### config.mk
export PLATFORM = sky130hd
export DESIGN_NAME = seven_seg_mux
export DESIGN_NICKNAME = d
export VERILOG_FILES = /design/src/rtl/scoreboard_pkg.sv /design/src/rtl/seven_seg_mux_bcd_to_7seg.sv /design/src/rtl/seven_seg_mux.sv
export SDC_FILE = /design/constraint.sdc
export NUM_CORES = 1
export LEC_CHECK = 0
export CAP_MARGIN = 15
export CORE_UTILIZATION = 48
export CTS_BUF_LIST = sky130_fd_sc_hd__clkbuf_4 sky130_fd_sc_hd__clkbuf_8 sky130_fd_sc_hd__clkbuf_16
export CTS_CLUSTER_SIZE = 25
export DETAILED_ROUTE_END_ITERATION = 16
export PLACE_DENSITY = 0.74
export SLEW_MARGIN = 5
export SYNTH_ARGS = -nofsm -noshare
export SYNTH_HDL_FRONTEND = slang
export SYNTH_SLANG_ARGS = --single-unit
### constraint.sdc
create_clock -name clk_i -period 2.01 [get_ports clk_i]
set_input_delay 0.402 -clock clk_i [delete_from_list [all_inputs] [get_ports clk_i]]
set_output_delay 0.402 -clock clk_i [all_outputs]
set_load 0.05 [all_outputs]
### src/rtl/scoreboard_pkg.sv
// Shared types and segment constants for the two-digit multiplexed 7-segment driver.
// Segment bit order is {g,f,e,d,c,b,a}, active-high.
package scoreboard_pkg;

   typedef enum logic [1:0] {
      BLANK_T = 2'd0,
      SHOW_T  = 2'd1,
      BLANK_E = 2'd2,
      SHOW_E  = 2'd3
   } state_t;

   localparam logic [6:0] SEG_OFF  = 7'h00;
   localparam logic [6:0] SEG_DASH = 7'h40;

   // Entry 15 first; codes 10..15 are not BCD and show a dash.
   localparam logic [15:0][6:0] SEG_TABLE = {
      SEG_DASH, SEG_DASH, SEG_DASH, SEG_DASH, SEG_DASH, SEG_DASH,
      7'h6F, 7'h7F, 7'h07, 7'h7D, 7'h6D,
      7'h66, 7'h4F, 7'h5B, 7'h06, 7'h3F
   };

   function automatic logic [6:0] seg_decode(input logic [3:0] code);
      return SEG_TABLE[code];
   endfunction

endpackage

### src/rtl/seven_seg_mux_bcd_to_7seg.sv
// Combinational 4-bit code to active-high 7-segment pattern; non-BCD codes show a dash.
module bcd_to_7seg
   import scoreboard_pkg::*;
(
   input  logic [3:0] code,
   output logic [6:0] seg
);

   assign seg = seg_decode(code);

endmodule

### src/rtl/seven_seg_mux.sv
// Two-digit time-multiplexed 7-segment driver with dead time between digits,
// per-frame digit latching and optional leading-zero suppression.
module seven_seg_mux
   import scoreboard_pkg::*;
#(
   parameter int REFRESH_DIV    = 1000,
   parameter int BLANK_CYCLES   = 16,
   parameter bit SEG_ACTIVE_LOW = 1'b0
) (
   input  logic       clk_i,
   input  logic       rst_i,
   input  logic       en_i,
   input  logic [3:0] zehner_i,
   input  logic [3:0] einer_i,
   input  logic       blank_lz_i,
   output logic [6:0] seg_o,
   output logic [1:0] dig_o,
   output logic       frame_o
);

   // state   | meaning
   // BLANK_T | dead time before tens; digits latched on its first cycle
   // SHOW_T  | tens digit driven (or dark when leading zero is suppressed)
   // BLANK_E | dead time before ones
   // SHOW_E  | ones digit driven

   localparam int CNT_W = (REFRESH_DIV > 1) ? $clog2(REFRESH_DIV) : 1;
   localparam logic [CNT_W-1:0] BLANK_LAST = CNT_W'(BLANK_CYCLES - 1);
   localparam logic [CNT_W-1:0] SHOW_LAST  = CNT_W'(REFRESH_DIV - BLANK_CYCLES - 1);
   localparam logic [6:0] SEG_DARK = SEG_ACTIVE_LOW ? ~SEG_OFF : SEG_OFF;

   state_t           state;
   state_t           state_next;
   logic [CNT_W-1:0] cnt;
   logic [CNT_W-1:0] slot_last;
   logic [3:0]       tens_q;
   logic [3:0]       ones_q;
   logic             blz_q;
   logic [3:0]       code_sel;
   logic [6:0]       seg_dec;
   logic             tens_dark;

   function automatic logic [6:0] pol(input logic [6:0] seg);
      return SEG_ACTIVE_LOW ? ~seg : seg;
   endfunction

   always_comb begin
      slot_last = SHOW_LAST;
      if (state == BLANK_T || state == BLANK_E) slot_last = BLANK_LAST;
   end

   always_comb begin
      state_next = BLANK_T;
      case (state)
         BLANK_T: state_next = SHOW_T;
         SHOW_T:  state_next = BLANK_E;
         BLANK_E: state_next = SHOW_E;
         SHOW_E:  state_next = BLANK_T;
         default: state_next = BLANK_T;
      endcase
   end

   assign code_sel  = (state == SHOW_E) ? ones_q : tens_q;
   assign tens_dark = blz_q && (tens_q == 4'd0);

   bcd_to_7seg u_dec (
      .code (code_sel),
      .seg  (seg_dec)
   );

   always_ff @(posedge clk_i or posedge rst_i) begin
      if (rst_i) begin
         state   <= BLANK_T;
         cnt     <= '0;
         tens_q  <= 4'd0;
         ones_q  <= 4'd0;
         blz_q   <= 1'b0;
         dig_o   <= 2'b00;
         seg_o   <= SEG_DARK;
         frame_o <= 1'b0;
      end else if (!en_i) begin
         state   <= BLANK_T;
         cnt     <= '0;
         dig_o   <= 2'b00;
         seg_o   <= SEG_DARK;
         frame_o <= 1'b0;
      end else begin
         frame_o <= 1'b0;
         // Frame start: sample both digits together so they never tear.
         if (state == BLANK_T && cnt == '0) begin
            tens_q  <= zehner_i;
            ones_q  <= einer_i;
            blz_q   <= blank_lz_i;
            frame_o <= 1'b1;
         end

         case (state)
            SHOW_T: begin
               if (tens_dark) begin
                  dig_o <= 2'b00;
                  seg_o <= SEG_DARK;
               end else begin
                  dig_o <= 2'b10;
                  seg_o <= pol(seg_dec);
               end
            end
            SHOW_E: begin
               dig_o <= 2'b01;
               seg_o <= pol(seg_dec);
            end
            default: begin
               dig_o <= 2'b00;
               seg_o <= SEG_DARK;
            end
         endcase

         if (cnt == slot_last) begin
            state <= state_next;
            cnt   <= '0;
         end else begin
            cnt <= cnt + 1'b1;
         end
      end
   end

endmodule

==> impl_results.md <==
* Die X at 59.29 µm
* Setup Viol. Count Final at 0
* Total power draw at 1.508 mW
* FF+latch count, synth at 31
* Minimum clock period at about 1900 ps
* Remaining antenna violation count at 0
* Top cells by count, synth: dfrtp_1, nand2_1, mux2_2, ha_1, nor3b_1
* WP depth at 1
* Initial antenna violation count at 0
* Layout area overhead at 25.73%
* Final-report hold violation count at 0
* Cts bufs inserted at 5
* Pwr/cell area at 761.4 mW/mm²
* Fillers at 266
* Number of port buffers at 21
* CP Launch Type: flop
* Worst EP arrival at 1490 ps
* Dpl cells at 211
* Top delay family on crit path: buffers and inverters
* Worst slew pin tran at 505.9 ps
* Final #Nets at ~200
* Worst Skew at 7.666 ps
* Top_reg_cell synth: dfrtp_1
* First-pass DRT Iterations at 4
* Final HPWL DP at 2152 µm
* CTS Hold Bufs at 0
* Overall global routing resource usage at 0.2034
* Reg2reg start: cnt[1]
* Die H at about 60 µm
* Vias at 1128
* Critical path class: reg -> out
* Clock tree buffer depth at 2
* Met3 wire len at 105 µm
* Peak Freq at around 530 MHz
* R2r endpoint: cnt[8]
* Overflow after GRT at 0
* Fin crit share at 0.9398
* Syn Nets at approximately 160
* Number of flops mapped to enable cells by yosys at 0
* Vias per cell at roughly 5
* Depth of the worst register-to-register path at 5
* RSZ-0062 raised after global routing: no
* Largest stage delay on the critical path at 810 ps
* Synth area leader: dfrtp_1
* Post-synth cell types at 31
* Post-DP Area at approximately 0.0019 mm²
* Uppermost layer routed: met4
* Max rail drop VDD at 0.6866 mV
* Htree depth at 2
* CP Launch Point: seg_o[2]
* Cells after Synth at 141
* Buf/Inv on CP at 1
* Critical-path top delay cell: clkdlybuf4s50_1
* Synth top area share at 0.4925
* Global-route wire length before repair at 5147 µm
* Hold WS at 440.1 ps
* Ranking of synthesized cells by area: dfrtp_1, ha_1, mux2_2
* Max Slew Vio Count at 0
* N_diodes at 0
* Routed WL at 2916 µm
* Vias in the first global route at 1111
* Status: finished clean
* Worst-path clk slew at roughly 100 ps
* Cell Area, Synth at between 0.0015 and 0.002 mm²
* Core area at 0.003078 mm²
* TritonCTS clock tree: yes
* Wire length on met2 at 1370 µm
* Layout cells sized above 1 at 0.2000
* Final setup TNS at 0 ps
* Post-CTS Resized at 0
* Seq/Total Area, Yosys at 0.4925
* Syn avg cell area at 11.17 µm²
* Die Area at 0.003515 mm²
* Most frequent cell after synthesis: dfrtp_1
* Worst rel slew slack at 0.6617
* Clk root buf: clkbuf_4
* YS warnings at 0
* RD Place Congestion at 0.7587
* Worst setup margin at 121.0 ps
* Min-delay worst type: in -> async
* Placement Rows at 20
* Initial Utilization at 0.5118
* DRC Markers at 0
* Async set-reset flop share out of synthesis at 1.000
* Largest net degree at the start of global routing at 32
* Layout Utilization at 0.6435
* Place WS at 112.4 ps
* Setup crit end: seg_o[2]
* CP Data Required Time at 1610 ps
* Clock sink total at 31
* Clk_lat worst skew at 330 ps
* WL/cell at between 10 and 15 µm
* CP endpoint kind: primary output
* Max Cap Violations at 0
* Pleak at a little under 0.9 nW
* Post-route cell area at 0.001981 mm²
* Initial DRC Count at 34
* Crit-path max FO at 1
* Critical Path, Cell by Cell: clkdlybuf4s50_1
* Post-route insts no fill at between 200 and 250
* Met1 WL at 1372 µm
* Io pins at 22
* # Post-CTS Setup Buffers at 0
* FF-to-FF setup slack at roughly 140 ps
[cell families (layout without fill, tap and decap cells)]
logic type,Yosys count,after routing,synth area share
AOI/OAI and AO/OA,15,15,0.06831
xor gates and xnor gates,8,8,0.04448
adders and majority gates,11,11,0.08737
buffers and inverters,12,46,0.02939
DFF,31,31,0.4925
muxes,16,16,0.1112
and+or+nand+nor,48,48,0.1668
[placed cells by master, fill, tap and decap left out, types with 2 or more instances in the layout]
cell type	instances
nand4_1	4
clkdlybuf4s50_1	21
clkbuf_4	5
and2_1	2
xor2_1	5
o21ai_0	3
mux2_2	12
nor3_1	3
nand3_1	3
nand2_1	13
a21oi_1	6
xnor2_1	3
inv_1	8
dfrtp_1	31
buf_4	8
nor2_1	8
nor3b_1	9
mux2i_1	3
ha_1	10
[power breakdown]
part	internal, mW	leakage (nW)	switching [mW]
clock	0.294	0.0482	0.214
combinational	0.141	0.417	0.138
sequential	0.677	0.410	0.0447
[area by class of cell]
| class | count | area [µm²] | share of cell area |
|---|---|---|---|
| inverter | 9 | 33.78 | 0.01706 |
| sequential | 31 | 775.7 | 0.3917 |
| clock inverter | 2 | 35.03 | 0.01769 |
| multi-input combinational | 98 | 759.5 | 0.3834 |
| tap | 44 | 55.05 | 0.02780 |
| timing repair buffer | 29 | 270.3 | 0.1364 |
| clock buffer | 6 | 51.30 | 0.02590 |
[how the worst min path moves through the flow]
stage,start,to,slack [ps],cells past startpoint
finish,rst_i,cnt[9],440,3
global route,rst_i,blz_q,490,3
CTS,rst_i,blz_q,460,3
detailed placement,blz_q,dig_o[1],510,1
global placement,blz_q,dig_o[1],490,1
floorplan,blz_q,dig_o[1],440,1
[flip-flops by register name, summed over array words and instances (netlist names)]
name,count
seg_o,7
blz_q,1
state,2
ones_q,4
dig_o,2
tens_q,4
cnt,10
frame_o,1
[worst reg2reg max path, stage by stage (launching register included)]
cell      delay [ps]
dfrtp_1          400
ha_1             210
nand4_1          100
or4_4            460
a221oi_4         460
nor3b_1          110
[layer usage]
metal | vias up | GRT usage
li1 | 558 | -
met1 | 537 | 0.2587
met2 | 25 | 0.3178
met3 | 8 | 0.06332
met4 | 0 | 0.08844
met5 | - | 0
No activity file was read; power rests on OpenSTA's default activity.
